[src/rtl/muldiv_unit.sv]
// ============================================================================
// Module      : muldiv_unit
// Description : Multi-cycle RV32M multiply/divide unit (shift-add multiplier,
//               restoring divider). Optional MULDIV_FAST_MUL_EN selects a
//               single-cycle multiplier.
// Revision    : 1.0  initial release
// ============================================================================
`default_nettype none

module muldiv_unit #(
  parameter int XLEN = 32
) (
  input  logic            clk,
  input  logic            rst,
  input  logic            start,
  input  logic [2:0]      funct3,
  input  logic [XLEN-1:0] a,
  input  logic [XLEN-1:0] b,
  output logic            busy,
  output logic            done,
  output logic [XLEN-1:0] r
);

  typedef enum logic [1:0] {
    S_IDLE = 2'd0,
    S_RUN  = 2'd1,
    S_FIN  = 2'd2
  } state_t;

  localparam logic [5:0]      c_last = 6'(XLEN - 1);
  localparam logic [XLEN-1:0] c_min  = {1'b1, {(XLEN-1){1'b0}}};

  state_t              r_state, w_state_nxt;
  logic [2:0]          r_funct3;
  logic [5:0]          r_cnt;
  logic [2*XLEN-1:0]   r_acc;
  logic [XLEN-1:0]     r_mcand;
  logic                r_neg_q;
  logic                r_neg_r;
  logic [XLEN-1:0]     r_r;

  logic                w_accept, w_a_signed, w_b_signed, w_a_neg, w_b_neg;
  logic [XLEN-1:0]     w_a_mag, w_b_mag, w_fast_r, w_run_r, w_quo_fix, w_rem_fix;
  logic                w_div_zero, w_div_ovf, w_fast_mul, w_fast, w_last;
  logic [2*XLEN-1:0]   w_fprod, w_mul_nxt, w_div_nxt, w_acc_nxt, w_prod_fix;
  logic [XLEN:0]       w_mul_sum, w_rem_sh, w_trial;

  assign w_accept   = start && ((r_state == S_IDLE) || (r_state == S_FIN));
  assign w_a_signed = (funct3 == 3'b001) || (funct3 == 3'b010) ||
                      (funct3 == 3'b100) || (funct3 == 3'b110);
  assign w_b_signed = (funct3 == 3'b001) || (funct3 == 3'b100) || (funct3 == 3'b110);
  assign w_a_neg    = w_a_signed && a[XLEN-1];
  assign w_b_neg    = w_b_signed && b[XLEN-1];
  assign w_a_mag    = w_a_neg ? (~a + 1'b1) : a;
  assign w_b_mag    = w_b_neg ? (~b + 1'b1) : b;
  assign w_div_zero = funct3[2] && (b == '0);
  assign w_div_ovf  = ((funct3 == 3'b100) || (funct3 == 3'b110)) && (a == c_min) && (b == '1);

`ifdef MULDIV_FAST_MUL_EN
  logic [2*XLEN-1:0] w_fa, w_fb;
  assign w_fa       = w_a_signed ? {{XLEN{a[XLEN-1]}}, a} : {{XLEN{1'b0}}, a};
  assign w_fb       = w_b_signed ? {{XLEN{b[XLEN-1]}}, b} : {{XLEN{1'b0}}, b};
  assign w_fprod    = w_fa * w_fb;
  assign w_fast_mul = ~funct3[2];
`else
  assign w_fprod    = '0;
  assign w_fast_mul = 1'b0;
`endif

  assign w_fast = w_div_zero || w_div_ovf || w_fast_mul;

  always_comb begin
    w_fast_r = '0;
    if (w_div_zero)
      w_fast_r = funct3[1] ? a : '1;
    else if (w_div_ovf)
      w_fast_r = funct3[1] ? '0 : c_min;
    else if (w_fast_mul)
      w_fast_r = (funct3 == 3'b000) ? w_fprod[XLEN-1:0] : w_fprod[2*XLEN-1:XLEN];
  end

  // Multiply: r_acc = {partial product, remaining multiplier bits}
  assign w_mul_sum = {1'b0, r_acc[2*XLEN-1:XLEN]} + (r_acc[0] ? {1'b0, r_mcand} : '0);
  assign w_mul_nxt = {w_mul_sum, r_acc[XLEN-1:1]};

  // Divide: r_acc = {remainder, dividend bits shifting into quotient}
  assign w_rem_sh  = r_acc[2*XLEN-1:XLEN-1];
  assign w_trial   = w_rem_sh - {1'b0, r_mcand};
  assign w_div_nxt = w_trial[XLEN] ? {w_rem_sh[XLEN-1:0], r_acc[XLEN-2:0], 1'b0}
                                   : {w_trial[XLEN-1:0], r_acc[XLEN-2:0], 1'b1};
  assign w_acc_nxt = r_funct3[2] ? w_div_nxt : w_mul_nxt;

  assign w_prod_fix = r_neg_q ? (~w_acc_nxt + 1'b1) : w_acc_nxt;
  assign w_quo_fix  = r_neg_q ? (~w_acc_nxt[XLEN-1:0] + 1'b1) : w_acc_nxt[XLEN-1:0];
  assign w_rem_fix  = r_neg_r ? (~w_acc_nxt[2*XLEN-1:XLEN] + 1'b1) : w_acc_nxt[2*XLEN-1:XLEN];

  always_comb begin
    w_run_r = '0;
    case (r_funct3)
      3'b000:                 w_run_r = w_prod_fix[XLEN-1:0];
      3'b001, 3'b010, 3'b011: w_run_r = w_prod_fix[2*XLEN-1:XLEN];
      3'b100, 3'b101:         w_run_r = w_quo_fix;
      default:                w_run_r = w_rem_fix;
    endcase
  end

  assign w_last = (r_state == S_RUN) && (r_cnt == c_last);

  always_ff @(posedge clk) begin
    if (rst) r_state <= S_IDLE;
    else     r_state <= w_state_nxt;
  end

  always_comb begin
    w_state_nxt = r_state;
    busy        = 1'b0;
    done        = 1'b0;
    case (r_state)
      S_IDLE: if (start) w_state_nxt = w_fast ? S_FIN : S_RUN;
      S_RUN: begin
        busy = 1'b1;
        if (w_last) w_state_nxt = S_FIN;
      end
      S_FIN: begin
        done = 1'b1;
        if (start) w_state_nxt = w_fast ? S_FIN : S_RUN;
        else       w_state_nxt = S_IDLE;
      end
      default: w_state_nxt = S_IDLE;
    endcase
  end

  always_ff @(posedge clk) begin
    if (rst) begin
      r_funct3 <= '0;
      r_cnt    <= '0;
      r_acc    <= '0;
      r_mcand  <= '0;
      r_neg_q  <= 1'b0;
      r_neg_r  <= 1'b0;
      r_r      <= '0;
    end else if (w_accept) begin
      r_funct3 <= funct3;
      r_cnt    <= '0;
      r_mcand  <= funct3[2] ? w_b_mag : w_a_mag;
      r_acc    <= {{XLEN{1'b0}}, (funct3[2] ? w_a_mag : w_b_mag)};
      r_neg_q  <= w_a_neg ^ w_b_neg;
      r_neg_r  <= w_a_neg;
      if (w_fast) r_r <= w_fast_r;
    end else if (r_state == S_RUN) begin
      r_acc <= w_acc_nxt;
      r_cnt <= r_cnt + 6'd1;
      if (w_last) r_r <= w_run_r;
    end
  end

  assign r = r_r;

endmodule

`default_nettype wire

[config.mk]
export PLATFORM = sky130hd
export DESIGN_NAME = muldiv_unit
export DESIGN_NICKNAME = d
export VERILOG_FILES = /design/src/rtl/muldiv_unit.sv
export SDC_FILE = /design/constraint.sdc
export NUM_CORES = 1
export LEC_CHECK = 0
export BUFFER_PORTS_ARGS = -buffer_cell sky130_fd_sc_hd__buf_2
export CORE_MARGIN = 1.5
export CORE_UTILIZATION = 50
export CTS_CLUSTER_DIAMETER = 200
export DETAILED_ROUTE_END_ITERATION = 10
export PLACE_DENSITY = 0.65
export RECOVER_POWER = 25
export SYNTH_ARGS = -nofsm -noshare
export SYNTH_HDL_FRONTEND = slang
export SYNTH_SLANG_ARGS = --single-unit
[constraint.sdc]
create_clock -name clk -period 12.8 [get_ports clk]
set_clock_uncertainty 0.15 [all_clocks]
set_input_delay 1.28 -clock clk [delete_from_list [all_inputs] [get_ports clk]]
set_output_delay 1.28 -clock clk [all_outputs]
set_load 0.01 [all_outputs]
==> results of run 1 <==
[registers in the layout, summed over array words and instances (netlist names)]
name,flops
r,32
r_mcand,32
r_state,2
r_funct3,3
r_acc,64
r_neg_r,1
r_neg_q,1
r_cnt,6
[area by class of cell]
class                      instances  area, sq um
multi-input combinational       2001        12520
tap                              435        544.3
timing repair buffer             130        668.1
clock buffer                      21        470.5
fill                            3147        14370
clock inverter                    11        155.1
inverter                          67        252.7
sequential                       141         2826
[power by group]
group / switching [uW] / leakage, uW / total [uW] / internal [uW]
sequential: 40.0 / 0.00116 / 511 / 471
clock: 220 / 0.000305 / 544 / 325
combinational: 572 / 0.00503 / 839 / 267
total: 832 / 0.00649 / 1890 / 1060
[per-stage QoR]
stage / instance area, sq um / utilization [%] / hold slack (ns) / cells / setup slack, ns
final: 17430 / 54.83 / 0.3132 / 2806 / 6.279
after global routing: 17430 / 54.83 / 0.3309 / 2806 / 5.894
after CTS: 17490 / 54.99 / 0.3044 / 2806 / 6.489
after detailed placement: 16860 / 53.02 / 0.2958 / 2774 / 6.513
after global placement: 16860 / 53.02 / 0.2968 / 2774 / 6.562
after floorplan: 16250 / - / 0.2903 / 2363 / 7.652
[final timing paths]
path / startpoint / endpoint / slack, ns / cells past startpoint
max: r_acc[31] / r[8] / 6.28 / 20
min: r[2] / r[2] / 0.31 / 2
max reg2reg: r_acc[31] / r[8] / 6.28 / 20
min reg2reg: r[2] / r[2] / 0.31 / 2
[placed cells by master, fill, tap and decap left out, drive strengths merged, types with 17 or more instances in the layout]
master / n
nor3: 57
inv: 68
a31oi: 35
and2: 42
a21oi: 241
mux2i: 42
a211oi: 69
clkbuf: 57
or3: 19
o21ai: 161
buf: 94
and3: 17
nor4: 38
a21o: 18
ha: 70
nand4: 35
nand2b: 26
o31ai: 31
o211ai: 83
nor2b: 20
nand3: 52
dfxtp: 141
xnor2: 91
xor2: 82
nor2: 261
nand2: 284
o21a: 22
[cell families (layout without fill, tap and decap cells)]
kind of cell	Yosys count	count (layout)
flip-flops	141	141
multiplexers	46	46
XOR/XNOR	173	173
adder cells (fa/ha/maj)	72	72
AND/OR/NAND/NOR	895	895
AO/OA/AOI/OAI	815	815
buffers and inverters	221	229
[worst min-delay path: cells and delay by family (launching register included)]
| family | cells | cell delay, ns |
|---|---|---|
| AO/OA/AOI/OAI | 1 | 0.05 |
| flip-flops | 1 | 0.31 |
| AND/OR/NAND/NOR | 1 | 0.05 |
[metal layers]
layer / wire length (um) / vias to the layer above
met1: 28050 / 8845
met5: 0 / -
met4: 3943 / 0
li1: - / 8696
met3: 6087 / 216
met2: 30970 / 1012
[cell usage after synthesis (20+ instances only)]
library cell / count / share of area, %
nand4_1: 35 / 1.3
buf_2: 22 / 0.68
ha_1: 70 / 5.4
nor2_1: 260 / 6.0
nor4_1: 37 / 1.4
nor3_1: 57 / 1.8
o21a_1: 22 / 1.0
nand2b_1: 25 / 0.96
xor2_1: 82 / 4.4
and2_1: 42 / 1.6
o21ai_0: 152 / 4.7
a31oi_1: 34 / 1.3
nand2_1: 283 / 6.5
o211ai_1: 83 / 3.8
nand3_1: 51 / 1.6
inv_1: 64 / 1.5
xnor2_1: 91 / 4.9
dfxtp_1: 141 / 17
clkbuf_1: 106 / 2.4
o31ai_1: 28 / 1.3
a211oi_1: 67 / 3.1
nor2b_1: 20 / 0.77
mux2i_1: 42 / 2.6
a21oi_1: 235 / 7.2
==> impl_metrics.py, run 1 <==
metrics = {
    "synth": {
        "synth.distinct_cells": 96,
        "synthAdderAreaFrac_pct": 5.636,
        "async_flop_share_pct": 0,
        "netlist_area_sq_um": 16250,
        "synth_cells": 2363,
        "synth_compound_area_share_pct": 33.12,
        "synth_edf_count": 0,
        "syn_area_per_cell_sq_um": 6.877,
        "synth_ff_type": "dfxtp_1",
        "ys_seq_elements": 141,
        "yosys_warnings": 0,
        "synth_xor_area_share_pct": 9.325,
        "synth_mux_area_share_pct": 2.864,
        "synth-simple-area-share_pct": 25.93,
        "seq_area_frac_synth_pct": 17.37,
        "synth_top_family_by_area": "compound AO/OA/AOI/OAI gates",
        "syn_nets": 2505,
    },
    "clock_network": {
        "cts_sinks": 141,
        "numCtsBuffers": 17,
        "cts-root-buf": "clkbuf_16",
        "cts-htree-levels": 4,
        "clkSlewWorstSetupHoldPaths_ns": 0.06,
        "cts_buffer_depth": 2,
        "cts_tree": "yes",
        "ctsHoldBuffers": 0,
        "cts_resized": 0,
        "clk_latency_ns": 0.46,
        "cts_setup_buffers": 0,
    },
    "grt": {
        "antenna_found_initial": 0,
        "overflow": 0,
        "use_met1_pct": 52.37,
        "grt_use_met2_pct": 65.49,
        "grt_pass1_wl_mm": 104.3,
        "met3_usage_pct": 7.228,
        "track_usage_pct": 40.93,
        "grt_pass1_vias": 17100,
        "grt_max_degree": 83,
        "busiest_layer": "met2",
    },
    "job": {
        "maxCapViolations": 3,
    },
    "sta": {
        "fmax_mhz": 153.4,
        "worst_slew_pin_slew_ns": 3.246,
        "final.min_clock_period_ns": 6.521,
        "slew_violations": 148,
        "hold_viol": 0,
        "rsz0062_at_grt": "no",
        "fin_setup_tns_ns": 0,
        "slew-limit-headroom_pct": -116.4,
        "setup_viol": 0,
        "period_share_pct": 50.94,
    },
    "cells_and_area": {
        "areaGrowthSynthToFinish_pct": 7.292,
        "antenna_cells": 0,
        "drive_above_1_share_pct": 7.592,
        "finalNetCount": 2500,
    },
    "detailed_routing": {
        "ant_nets": 0,
        "wirelength_mm": 69.05,
        "first_iter_violations": 2107,
        "drc": 0,
        "via_per_inst": 6.689,
        "first_pass_iters": 8,
        "post_drt_wl_per_cell_um": 24.61,
        "dr_total_vias": 18770,
    },
    "floorplanning": {
        "coreArea_sq_um": 31800,
        "initial_core_util_pct": 51.10,
        "die_area_sq_um": 33590,
        "dieWidth_um": 183.3,
        "die_h_um": 183.3,
        "rows": 65,
        "boundaryPins": 104,
    },
    "worst_setup_path": {
        "cp-end-kind": "register",
        "start_kind": "register",
        "worst-path-max-fanout": 7,
        "critPathTopFamily": "compound AO/OA/AOI/OAI gates",
        "cp_slowest_cell": "o41ai_1",
        "path_class": "reg2reg",
        "cpPeakStageDelay_ns": 0.58,
        "worst_path_most_repeated_cell": "ha_1",
        "crit_chain": "inv_1, ha_1, fa_1, nand2b_1, a21oi_2, o21ai_1, a211oi_2, o21a_1, nor3_1, a21oi_1, ha_1, nand2_1, or2_2, nor4_1, nor2b_1, nand4b_1, o41ai_1, o32ai_1, o21ai_0, a31oi_1",
        "cp_data_arrival_time_ns": 6.56,
        "cp_num_buf_inv": 1,
        "required_ns": 12.84,
    },
    "power": {
        "power_density_nw_per_um2": 108.6,
        "ir_worst_vdd_mv": 0.1013,
        "finalPower_uw": 1894,
        "leakage_uw": 0.006493,
    },
    "place": {
        "gp_congestion": 1.027,
        "port_buffers": 103,
        "dp_hpwl_mm": 53.21,
    },
    "hold_path": {
        "hold_path.class": "reg2reg",
    },
    "outcome": {
        "outcome": "finished, violations left",
        "failed_checks": "capacitance limit, slew limit",
    },
}
Note: power is estimated with default switching activity, not from simulation.
==> inputs of run 2 (changes only) <==
Clock period 12.8 ns to 6.8 ns, I/O delays scaled along.
==> run 2 against run 1 <==
  * The run still ends with capacitance limit, slew limit left
  * Design area about the same
  * Critical endpoint is now r[31]
  * Global-route usage is 0.18 points higher
  * Worst setup slack got worse by 6.0 ns
  * Power increased by 85%
  * Critical path type unchanged
==> impl_metrics.py, run 2 (synthesis gave the netlist of run 1 again) <==
metrics = {
    "sta": {
        "setup_viol": 0,
        "rsz0062_at_grt": "no",
        "worst_slew_pin_slew_ns": 4.079,
        "period_share_pct": 95.47,
        "hold_viol": 0,
        "final.min_clock_period_ns": 6.492,
        "slew-limit-headroom_pct": -172.0,
        "fin_setup_tns_ns": 0,
        "slew_violations": 159,
        "fmax_mhz": 154.0,
    },
    "outcome": {
        "outcome": "finished, violations left",
        "failed_checks": "capacitance limit, slew limit",
    },
    "worst_setup_path": {
        "crit_chain": "nand2b_1, clkbuf_1, nor2_1, nand3_1, o21ai_0, o32ai_1",
        "cpPeakStageDelay_ns": 2.93,
        "cp_slowest_cell": "clkbuf_1",
        "worst-path-max-fanout": 81,
        "start_kind": "register",
        "cp_data_arrival_time_ns": 6.68,
        "required_ns": 6.99,
        "path_class": "reg2reg",
        "cp-end-kind": "register",
    },
    "grt": {
        "overflow": 0,
        "track_usage_pct": 41.11,
        "antenna_found_initial": 0,
        "grt_pass1_vias": 17230,
        "grt_pass1_wl_mm": 104.8,
        "grt_max_degree": 86,
    },
    "floorplanning": {
        "coreArea_sq_um": 31800,
        "dieWidth_um": 183.3,
        "initial_core_util_pct": 51.10,
        "die_area_sq_um": 33590,
        "boundaryPins": 104,
        "rows": 65,
        "die_h_um": 183.3,
    },
    "clock_network": {
        "cts_tree": "yes",
        "ctsHoldBuffers": 0,
        "clk_latency_ns": 0.46,
        "cts-root-buf": "clkbuf_16",
        "cts_buffer_depth": 2,
        "cts_sinks": 141,
        "cts-htree-levels": 4,
        "clkSlewWorstSetupHoldPaths_ns": 0.07,
        "cts_resized": 0,
        "numCtsBuffers": 17,
        "cts_setup_buffers": 0,
    },
    "detailed_routing": {
        "first_iter_violations": 2185,
        "dr_total_vias": 18850,
        "drc": 0,
        "via_per_inst": 6.697,
        "post_drt_wl_per_cell_um": 24.69,
        "ant_nets": 0,
        "wirelength_mm": 69.49,
        "first_pass_iters": 6,
    },
    "power": {
        "leakage_uw": 0.006494,
        "power_density_nw_per_um2": 200.8,
        "ir_worst_vdd_mv": 0.1784,
    },
    "cells_and_area": {
        "layout_common_cells": "283 x nand2_1, 259 x nor2_1, 235 x a21oi_1, 152 x o21ai_0, 140 x dfxtp_1",
        "multi_input_area_sq_um": 12510,
        "areaGrowthSynthToFinish_pct": 7.323,
        "final_common_cell": "nand2_1",
        "finalNonFillerCells": 2815,
        "finalNetCount": 2509,
        "drive_above_1_share_pct": 7.941,
        "antenna_cells": 0,
        "largest_reg_flops": 64,
        "regMostFlops": "r_acc",
        "fillers": 3273,
        "seqCellArea_sq_um": 2826,
    },
    "job": {
        "maxCapViolations": 3,
    },
    "place": {
        "gp_congestion": 0.9901,
        "port_buffers": 103,
        "post-place-cells": 2783,
        "dp_hpwl_mm": 53.97,
    },
    "hold_path": {
        "hold_path.class": "reg2reg",
    },
}
## run 2: cell count changes in the layout (fill, tap and decap cells not counted), moves of 2 or more
cell and delta:
inv_6 +2, buf_4 +11, clkinvlp_4 +3, bufinv_16 -2, clkbuf_8 -3, clkinv_2 -2
## run 2: worst paths after layout
kind              startpoint    end  slack (ns)  depth (start not counted)
setup / recovery  r_state[0]  r[31]        0.31                          6
hold / removal          r[3]   r[3]        0.32                          2
setup reg to reg  r_state[0]  r[31]        0.31                          6
hold reg to reg         r[3]   r[3]        0.32                          2
## run 2: final cells by class
class	instances	share of cell area, %
clock inverters	13	0.7462
clock buffers	19	2.482
well taps	435	3.121
flip-flops and latches	141	16.21
multi-input cells	2001	71.73
inverters	67	1.449
repair buffers	139	4.262
## run 2: layer usage
metal / GRT usage [%] / routed length (um) / share of wire, %
met1: 52.26 / 27950 / 40
met4: 21.48 / 3956 / 5.7
met3: 7.367 / 6299 / 9.1
met5: 0 / 0 / 0
met2: 66.39 / 31280 / 45
## run 2: metrics by stage
stage | setup slack [ns] | cell area (sq um) | hold WS [ns] | utilization (%) | power (uW)
detailed placement | 0.7821 | 16930 | 0.3060 | 53.24 | 2513
global placement | 0.9144 | 16930 | 0.2962 | 53.24 | 2506
finish | 0.3083 | 17440 | 0.3206 | 54.84 | 3501
CTS | 0.7723 | 17490 | 0.3150 | 55.01 | 3446
floorplan | 1.652 | 16250 | 0.2903 | - | 2025
global route | 0.1222 | 17440 | 0.3369 | 54.84 | 3651
## run 2: critical path: cells and delay by family, from the launching register on
kind                   cells  cell delay (ns)
AO/OA/AOI/OAI              2             0.45
buffers and inverters      1             2.93
flip-flops                 1             0.43
AND/OR/NAND/NOR            3             2.40
## run 2: report_power, final
group	switching, uW	leakage, uW	internal [uW]	total, uW
Sequential	71.3	0.00116	886	957
Combinational	1080	0.00508	510	1590
Clock	439	0.000262	511	950
Total	1590	0.00649	1910	3500
